`src/rtl/floor_request_scheduler.sv`:
```
// floor_request_scheduler: latches floor calls and dispatches SCAN-ordered targets to the elevator FSM
module floor_request_scheduler #(
  parameter int          NUM_FLOORS  = 10,
  parameter logic [31:0] DWELL_COUNT = 32'd10000000
) (
  input  logic                  clk,
  input  logic                  reset,
  input  logic [NUM_FLOORS-1:0] call_buttons,
  input  logic [3:0]            current_floor,
  output logic [3:0]            requested_floor,
  output logic [NUM_FLOORS-1:0] pending,
  output logic                  door_open,
  output logic                  dir_up
);
  typedef enum logic [1:0] {IDLE, SERVING, DWELL} state_t;
  state_t state, state_nx;
  logic [NUM_FLOORS-1:0] sync1, sync2, prev, press, cf_mask, clr, pending_nx;
  logic [3:0] up_t, dn_t, ahead_t, back_t, tgt, req_nx;
  logic up_v, dn_v, ahead_v, back_v, here, cf_ok, tgt_v, flip, door_nx, dir_nx;
  logic [31:0] cnt, cnt_nx;
  assign press = sync2 & ~prev;
  // two-flop synchronizer plus registered copy for rising-edge detection
  always_ff @(posedge clk or negedge reset) begin
    if (!reset) begin
      sync1 <= '0;
      sync2 <= '0;
      prev  <= '0;
    end else begin
      sync1 <= call_buttons;
      sync2 <= sync1;
      prev  <= sync2;
    end
  end
  // nearest pending call above and below the current floor; empty mask means floor out of range
  always_comb begin
    up_v    = 1'b0;
    up_t    = 4'd0;
    dn_v    = 1'b0;
    dn_t    = 4'd0;
    cf_mask = '0;
    for (int i = NUM_FLOORS - 1; i >= 0; i--) begin
      cf_mask[i] = 4'(i) == current_floor;
      if (pending[i] && 4'(i) > current_floor) begin
        up_v = 1'b1;
        up_t = 4'(i);
      end
    end
    for (int i = 0; i < NUM_FLOORS; i++)
      if (pending[i] && 4'(i) < current_floor) begin
        dn_v = 1'b1;
        dn_t = 4'(i);
      end
    cf_ok   = |cf_mask;
    here    = |(pending & cf_mask);
    ahead_v = dir_up ? up_v : dn_v;
    ahead_t = dir_up ? up_t : dn_t;
    back_v  = dir_up ? dn_v : up_v;
    back_t  = dir_up ? dn_t : up_t;
    tgt_v   = cf_ok & (here | ahead_v | back_v);
    tgt     = here ? current_floor : ahead_v ? ahead_t : back_t;
    flip    = ~here & ~ahead_v & back_v;
  end
  // scheduler next state: dispatch, en-route retarget, arrival and door dwell
  always_comb begin
    state_nx = state;
    req_nx   = requested_floor;
    dir_nx   = dir_up;
    door_nx  = door_open;
    cnt_nx   = cnt;
    clr      = '0;
    case (state)
      IDLE:
        if (tgt_v && here) begin
          clr      = cf_mask;
          door_nx  = 1'b1;
          cnt_nx   = '0;
          state_nx = DWELL;
        end else if (tgt_v) begin
          req_nx   = tgt;
          dir_nx   = flip ? ~dir_up : dir_up;
          state_nx = SERVING;
        end
      SERVING:
        if (current_floor == requested_floor) begin
          clr      = cf_mask;
          door_nx  = 1'b1;
          cnt_nx   = '0;
          state_nx = DWELL;
        end else if (cf_ok && (dir_up ? current_floor < requested_floor : current_floor > requested_floor)) begin
          if (here)
            req_nx = current_floor;
          else if (ahead_v && (dir_up ? ahead_t < requested_floor : ahead_t > requested_floor))
            req_nx = ahead_t;
        end
      DWELL:
        if (|(press & cf_mask))
          cnt_nx = '0;
        else if (cnt == DWELL_COUNT - 32'd1) begin
          door_nx  = 1'b0;
          state_nx = IDLE;
        end else
          cnt_nx = cnt + 32'd1;
      default: state_nx = IDLE;
    endcase
    pending_nx = (pending | (press & ~(state == DWELL ? cf_mask : '0))) & ~clr;
  end
  // scheduler state and registered outputs
  always_ff @(posedge clk or negedge reset) begin
    if (!reset) begin
      state           <= IDLE;
      requested_floor <= 4'd0;
      pending         <= '0;
      door_open       <= 1'b0;
      dir_up          <= 1'b1;
      cnt             <= '0;
    end else begin
      state           <= state_nx;
      requested_floor <= req_nx;
      pending         <= pending_nx;
      door_open       <= door_nx;
      dir_up          <= dir_nx;
      cnt             <= cnt_nx;
    end
  end
endmodule

```
`config.mk`:
```
export PLATFORM = sky130hd
export DESIGN_NAME = floor_request_scheduler
export DESIGN_NICKNAME = d
export VERILOG_FILES = /design/src/rtl/floor_request_scheduler.sv
export SDC_FILE = /design/constraint.sdc
export NUM_CORES = 1
export LEC_CHECK = 0
export CORE_UTILIZATION = 50
export CTS_BUF_LIST = sky130_fd_sc_hd__clkbuf_16
export CTS_CLUSTER_SIZE = 40
export DETAILED_ROUTE_END_ITERATION = 10
export GPL_ROUTABILITY_DRIVEN = 0
export HOLD_SLACK_MARGIN = 0.06
export MAX_ROUTING_LAYER = met4
export PLACE_DENSITY = 0.79
export SYNTH_ARGS = -nofsm -noshare
export SYNTH_HDL_FRONTEND = slang
export SYNTH_SLANG_ARGS = --single-unit
export TNS_END_PERCENT = 1
```
`constraint.sdc`:
```
create_clock -name clk -period 4.2 [get_ports clk]
set_input_delay 0.63 -clock clk [delete_from_list [all_inputs] [get_ports clk]]
set_output_delay 0.63 -clock clk [all_outputs]
set_load 0.02 [all_outputs]
```
# Word level (Yosys, flattened, before mapping)
# Cells that the tools add are included.
[op_classes]
addsub = 1
n_lt_le_gt_ge = 24
n_eq_ne = 24
muxes = 74
bitwise_logic = 18
n_reduce_logical = 35
[op_table]
columns = ["cell", "n"]
rows = [
  ["32-bit two-way mux", 4],
  ["4-bit two-way mux", 28],
  ["32-bit one-hot mux with 3 select lines", 1],
  ["10-bit bitwise AND", 5],
  ["32-bit by 1-bit adder with 32-bit output, second input constant", 1],
  ["32-bit by 24-bit equality test with 1-bit output, second input constant", 1],
  ["10-bit two-way mux", 3],
  ["10-bit NOT", 3],
  ["10-bit OR reduction", 3],
  ["1-bit two-way mux", 29],
  ["1-bit logical AND", 23],
  ["10-bit one-hot mux with 2 select lines", 1],
  ["3-bit by 4-bit equality test with 1-bit output, first input constant", 4],
  ["3-bit by 4-bit greater-than comparator with 1-bit output, first input constant", 4],
  ["3-bit by 4-bit < comparator with 1-bit output, first input constant", 4],
  ["2-bit != test, second input constant", 8],
  ["4-bit AND reduction", 3],
  ["2-bit two-way mux", 5],
  ["10-bit OR", 1],
  ["3-bit != test, second input constant", 3],
  ["2-bit by 4-bit equality test with 1-bit output, first input constant", 2],
  ["4-bit equality test, first input constant", 2],
  ["1-bit by 4-bit greater-than comparator with 1-bit output, first input constant", 2],
  ["2-bit by 4-bit greater-than comparator with 1-bit output, first input constant", 2],
  ["22 further kinds", 34],
]
[totals]
ff_bits = 80
inputBits = 16
output_inout_bits = 16
word_cells = 185

# Logic depth before layout (Yosys ltp)
[depth]
word_depth = 21
ltp_mapped = 17
depth_no_buf = 14

# Worst setup path before layout
# OpenSTA, ideal clock, no wires.
[synth_timing]
kind = "input -> register"
from = "input port current_floor[0]"
to = "register requested_floor[1]"
setup_ns = 0.125
arrival_ns = 3.430
t_required_ns = 4.075
path_slack_ns = 0.645
path_stages = 16
n_path_buf = 3
path_cell_list = "buf_6 buf_2 buf_1 maj3_1 a311oi_1 a211oi_1 nor3_1 a21oi_1 ha_1 inv_1 a21oi_1 o21a_1 a211o_1 o211ai_1 o211a_1 mux2_2"
[synth_via]
elab_chain_len = 19
word_cells_on_any_way = 124
cone_classes = "order compare: 24; eq/ne: 15; mux: 54; bitwise: 4; reduce/logical: 27"
[synth_lines]
columns = ["element", "line", "source"]
rows = [
  ["start, declared", "9", "input logic [3:0] current_floor,"],
  ["branches (longest 19 deep; another with 4-bit greater-than comparator)", "--", ""],
  ["end signal, assigned", "118", "requested_floor <= req_nx;"],
  ["end, declared", "10", "output logic [3:0] requested_floor,"],
]
# Several ways; the timed one is not identified. The select of a mux whose other input is x is not followed.
# A chain may end at the register's enable or synchronous reset.

# Worst setup path in the final report
[layout_timing]
from = "input port current_floor[1]"
to = "register requested_floor[1]"
# Same word-level chain as after synthesis.

==> results.yml <==
synthesis:
  postSynthRegisterBits: 80
  number_of_enable_type_register_cells_in_the_synthesized_netlist: 0
  synthDominantAreaCellType: "sky130_fd_sc_hd__dfrtp_1"
  synth.yosys.seq_area_share: 0.430
  synth.area.top_cells: "sky130_fd_sc_hd__dfrtp_1 42%, sky130_fd_sc_hd__o21ai_0 4.2%, sky130_fd_sc_hd__nor2_1 3.8%, sky130_fd_sc_hd__a21oi_1 2.9%, sky130_fd_sc_hd__nand2_1 2.9%"
  synth.top_cells.by_count: "79 x sky130_fd_sc_hd__dfrtp_1, 47 x sky130_fd_sc_hd__nor2_1, 39 x sky130_fd_sc_hd__o21ai_0, 36 x sky130_fd_sc_hd__nand2_1"
  syn_inst: 524
  mappedNetlistArea_sq_um: 4660
  synth_area_per_cell_sq_um: 8.90
  post_syn_nets: 549
  warnings_synthesis: 0
  async_set_or_reset_flop_fraction_in_the_synthesized_netlist: 1.00
  synth_cell_types: 71
  synth_most_common_cell: "sky130_fd_sc_hd__dfrtp_1"
  synth_ff_type: "sky130_fd_sc_hd__dfrtp_1"
  synth.top_cell.area_share: 0.424
route:
  postRouteAntennaNets: 0
  vias: 4226
  first_pass_iters: 5
  drt-vias-per-instance: 6.35
  wl_per_cell_um: 17.6
  routed_wirelength_mm: 11.7
  detail_route.iter0.violations: 431
  remaining_drc_errors: 0
timing:
  report.final.setup_viol: 0
  worst_clock_skew_ns: 0.00818
  max_slew_margin: 0.336
  drv_slew: 0
  setup_tns_ns: 0
  timing.final.crit_share: 0.901
  rsz_0062_raised_after_global_routing: "false"
  final.hold.worst_slack_ns: 0.347
  fmax_mhz: 264
  min_period_ns: 3.79
  finalWorstSetupSlack_ns: 0.414
  report.final.hold_viol_count: 0
  worst_slew_pin_slew_ns: 0.996
global_route:
  grt_antenna_before_repair: 0
  grt.total_usage: 0.259
  number_of_global_route_vias_before_repair: 4028
  overflow: 0
  grt_max_degree: 81
  grt_pass1_wl_mm: 19.6
clock_tree:
  clock_sinks: 80
  clkTransAtPathRegs_ns: 0.06
  total_clock_buffers_created_by_cts: 9
  worst_skew_pair.late_latency_ns: 0.33
  holdBufCountCts: 0
  post_cts.resized_instances: 0
  cts.root.buffer_cell: "sky130_fd_sc_hd__clkbuf_16"
  cts_tree: "done"
  cts_max_path_buffers: 2
  cts-htree-levels: 3
  post-cts-setup-buffers: 0
place:
  postPlaceCellArea_sq_um: 5080
  place_hpwl_mm: 7.95
  detailedPlace.worstSlack_ns: 0.129
  io_buffer_count: 31
worst_setup_path:
  data_required_time_of_the_worst_path_ns: 4.41
  regToRegSetupSlack_ns: 0.83
  rr_endpoint: "requested_floor[1]"
  source_of_the_worst_register_to_register_timing_path: "pending[5]"
  worst-setup-path-type: "in2reg"
  data_arrival_time_of_the_critical_path_ns: 4.00
  worstRegToRegCells: 12
  path_max_fanout: 12
  endpoint: "requested_floor[1]"
  worst_setup_path_start_kind: "input pin"
  worst_setup_path_end_kind: "flip-flop"
  startpoint: "current_floor[1]"
finish:
  syn_to_final_growth_pct: 15.8
  n_antenna_cell: 0
  finish.instance_area_sq_um: 5400
  drive_gt1_frac: 0.0952
  nets: 577
floorplan:
  dieWidth_um: 98.6
  fp.dieH_um: 98.6
  initial_util: 0.524
  rows: 34
  floorplan.io_pins: 32
  floorplan.die_area_sq_um: 9710
  core_sq_um: 8890
power:
  cellPowerDensity_nw_per_um2: 477
  power.leakage_uw: 0.00221
  peakVddDrop_uv: 273
hold_path:
  min_from: "sync1[0]"
  worstHoldPathType: "reg2reg"
outcome:
  run_status: "finished, final reports clean"
job:
  max_cap_violations: 0
[stage by stage]
| stage | utilization | power, uW | instances |
|---|---|---|---|
| 2_1_floorplan | - | 1500 | 524 |
| 3_3_place_gp | 0.571 | 1710 | 649 |
| 4_1_cts | 0.607 | 2580 | 665 |
| 5_1_grt | 0.607 | 2720 | 665 |
| 3_5_place_dp | 0.571 | 1740 | 649 |
| 6_report | 0.607 | 2580 | 665 |
[per-layer routing]
| layer | wire length [um] | vias to the layer above | GRT usage | share of wire |
|---|---|---|---|---|
| met1 | 5270 | 2033 | 0.353 | 0.45 |
| li1 | - | 1991 | - | - |
| met4 | 199 | 0 | 0.0953 | 0.017 |
| met5 | 0 | - | - | 0 |
| met2 | 5430 | 181 | 0.388 | 0.46 |
| met3 | 816 | 21 | 0.0461 | 0.070 |
[cell type report]
type	count	area (sq um)
inverter	29	109
clock buffer	9	225
tap	108	135
timing repair buffer	49	443
sequential	80	2000
fill	726	3490
clock inverter	7	95.1
multi-input combinational	383	2390
[cells by family (layout without fill, tap and decap cells)]
kind of cell    Yosys count  after routing  synth area share
simple gates            205            205             0.235
compound gates          151            151             0.210
flops                    80             80             0.430
buf+inv                  61             94            0.0577
fa+ha+maj                10             10            0.0263
mux                       9              9            0.0255
xor+xnor                  8              8            0.0150
[worst min path at each step]
stage | end | slack [ns] | cells past startpoint
2_1_floorplan | cnt[0] | 0.33 | 0
3_3_place_gp | sync2[7] | 0.33 | 0
3_5_place_dp | sync2[8] | 0.33 | 0
4_1_cts | sync2[7] | 0.35 | 0
5_1_grt | sync2[7] | 0.35 | 0
6_report | sync2[0] | 0.35 | 0
[placed cells by master, fill, tap and decap left out, types with 5 or more instances in the layout]
cell and count:
sky130_fd_sc_hd__nor2b_1 7, sky130_fd_sc_hd__inv_1 28, sky130_fd_sc_hd__o22ai_1 8, sky130_fd_sc_hd__clkdlybuf4s50_1 30
sky130_fd_sc_hd__nand2_1 36, sky130_fd_sc_hd__nand2b_1 9, sky130_fd_sc_hd__nor3_1 10, sky130_fd_sc_hd__clkbuf_16 9
sky130_fd_sc_hd__a31oi_1 17, sky130_fd_sc_hd__or3_1 8, sky130_fd_sc_hd__o21ai_0 39, sky130_fd_sc_hd__or2_2 5
sky130_fd_sc_hd__nand4_1 16, sky130_fd_sc_hd__o41ai_1 5, sky130_fd_sc_hd__nor4_1 9, sky130_fd_sc_hd__nand3_1 19
sky130_fd_sc_hd__and3_1 8, sky130_fd_sc_hd__xnor2_1 8, sky130_fd_sc_hd__o211ai_1 6, sky130_fd_sc_hd__buf_4 19
sky130_fd_sc_hd__dfrtp_1 79, sky130_fd_sc_hd__o31ai_1 14, sky130_fd_sc_hd__and2_1 5, sky130_fd_sc_hd__a21oi_1 27
sky130_fd_sc_hd__ha_1 9, sky130_fd_sc_hd__nor2_1 47
[state kept, by name, summed over array words and instances, names as in the netlist]
register,flops
pending,10
door_open,1
sync2,10
sync1,10
dir_up,1
requested_floor,4
state,2
prev,10
cnt,32
[worst max-delay path, stage by stage]
cell and delay [ns]:
sky130_fd_sc_hd__clkdlybuf4s50_1 0.73, sky130_fd_sc_hd__and3_1 0.26, sky130_fd_sc_hd__o32a_1 0.20, sky130_fd_sc_hd__nand2b_1 0.12, sky130_fd_sc_hd__or3_1 0.39, sky130_fd_sc_hd__mux2i_1 0.17
sky130_fd_sc_hd__ha_1 0.28, sky130_fd_sc_hd__a21oi_1 0.16, sky130_fd_sc_hd__o21a_1 0.15, sky130_fd_sc_hd__nand2_1 0.06, sky130_fd_sc_hd__o211ai_1 0.21, sky130_fd_sc_hd__o211a_1 0.27
sky130_fd_sc_hd__mux2_2 0.35
[power by group]
part,switching (uW),internal [uW]
Sequential,76.1,838
Combinational,507,320
Clock,314,523
No activity file was read; power rests on OpenSTA's default activity.
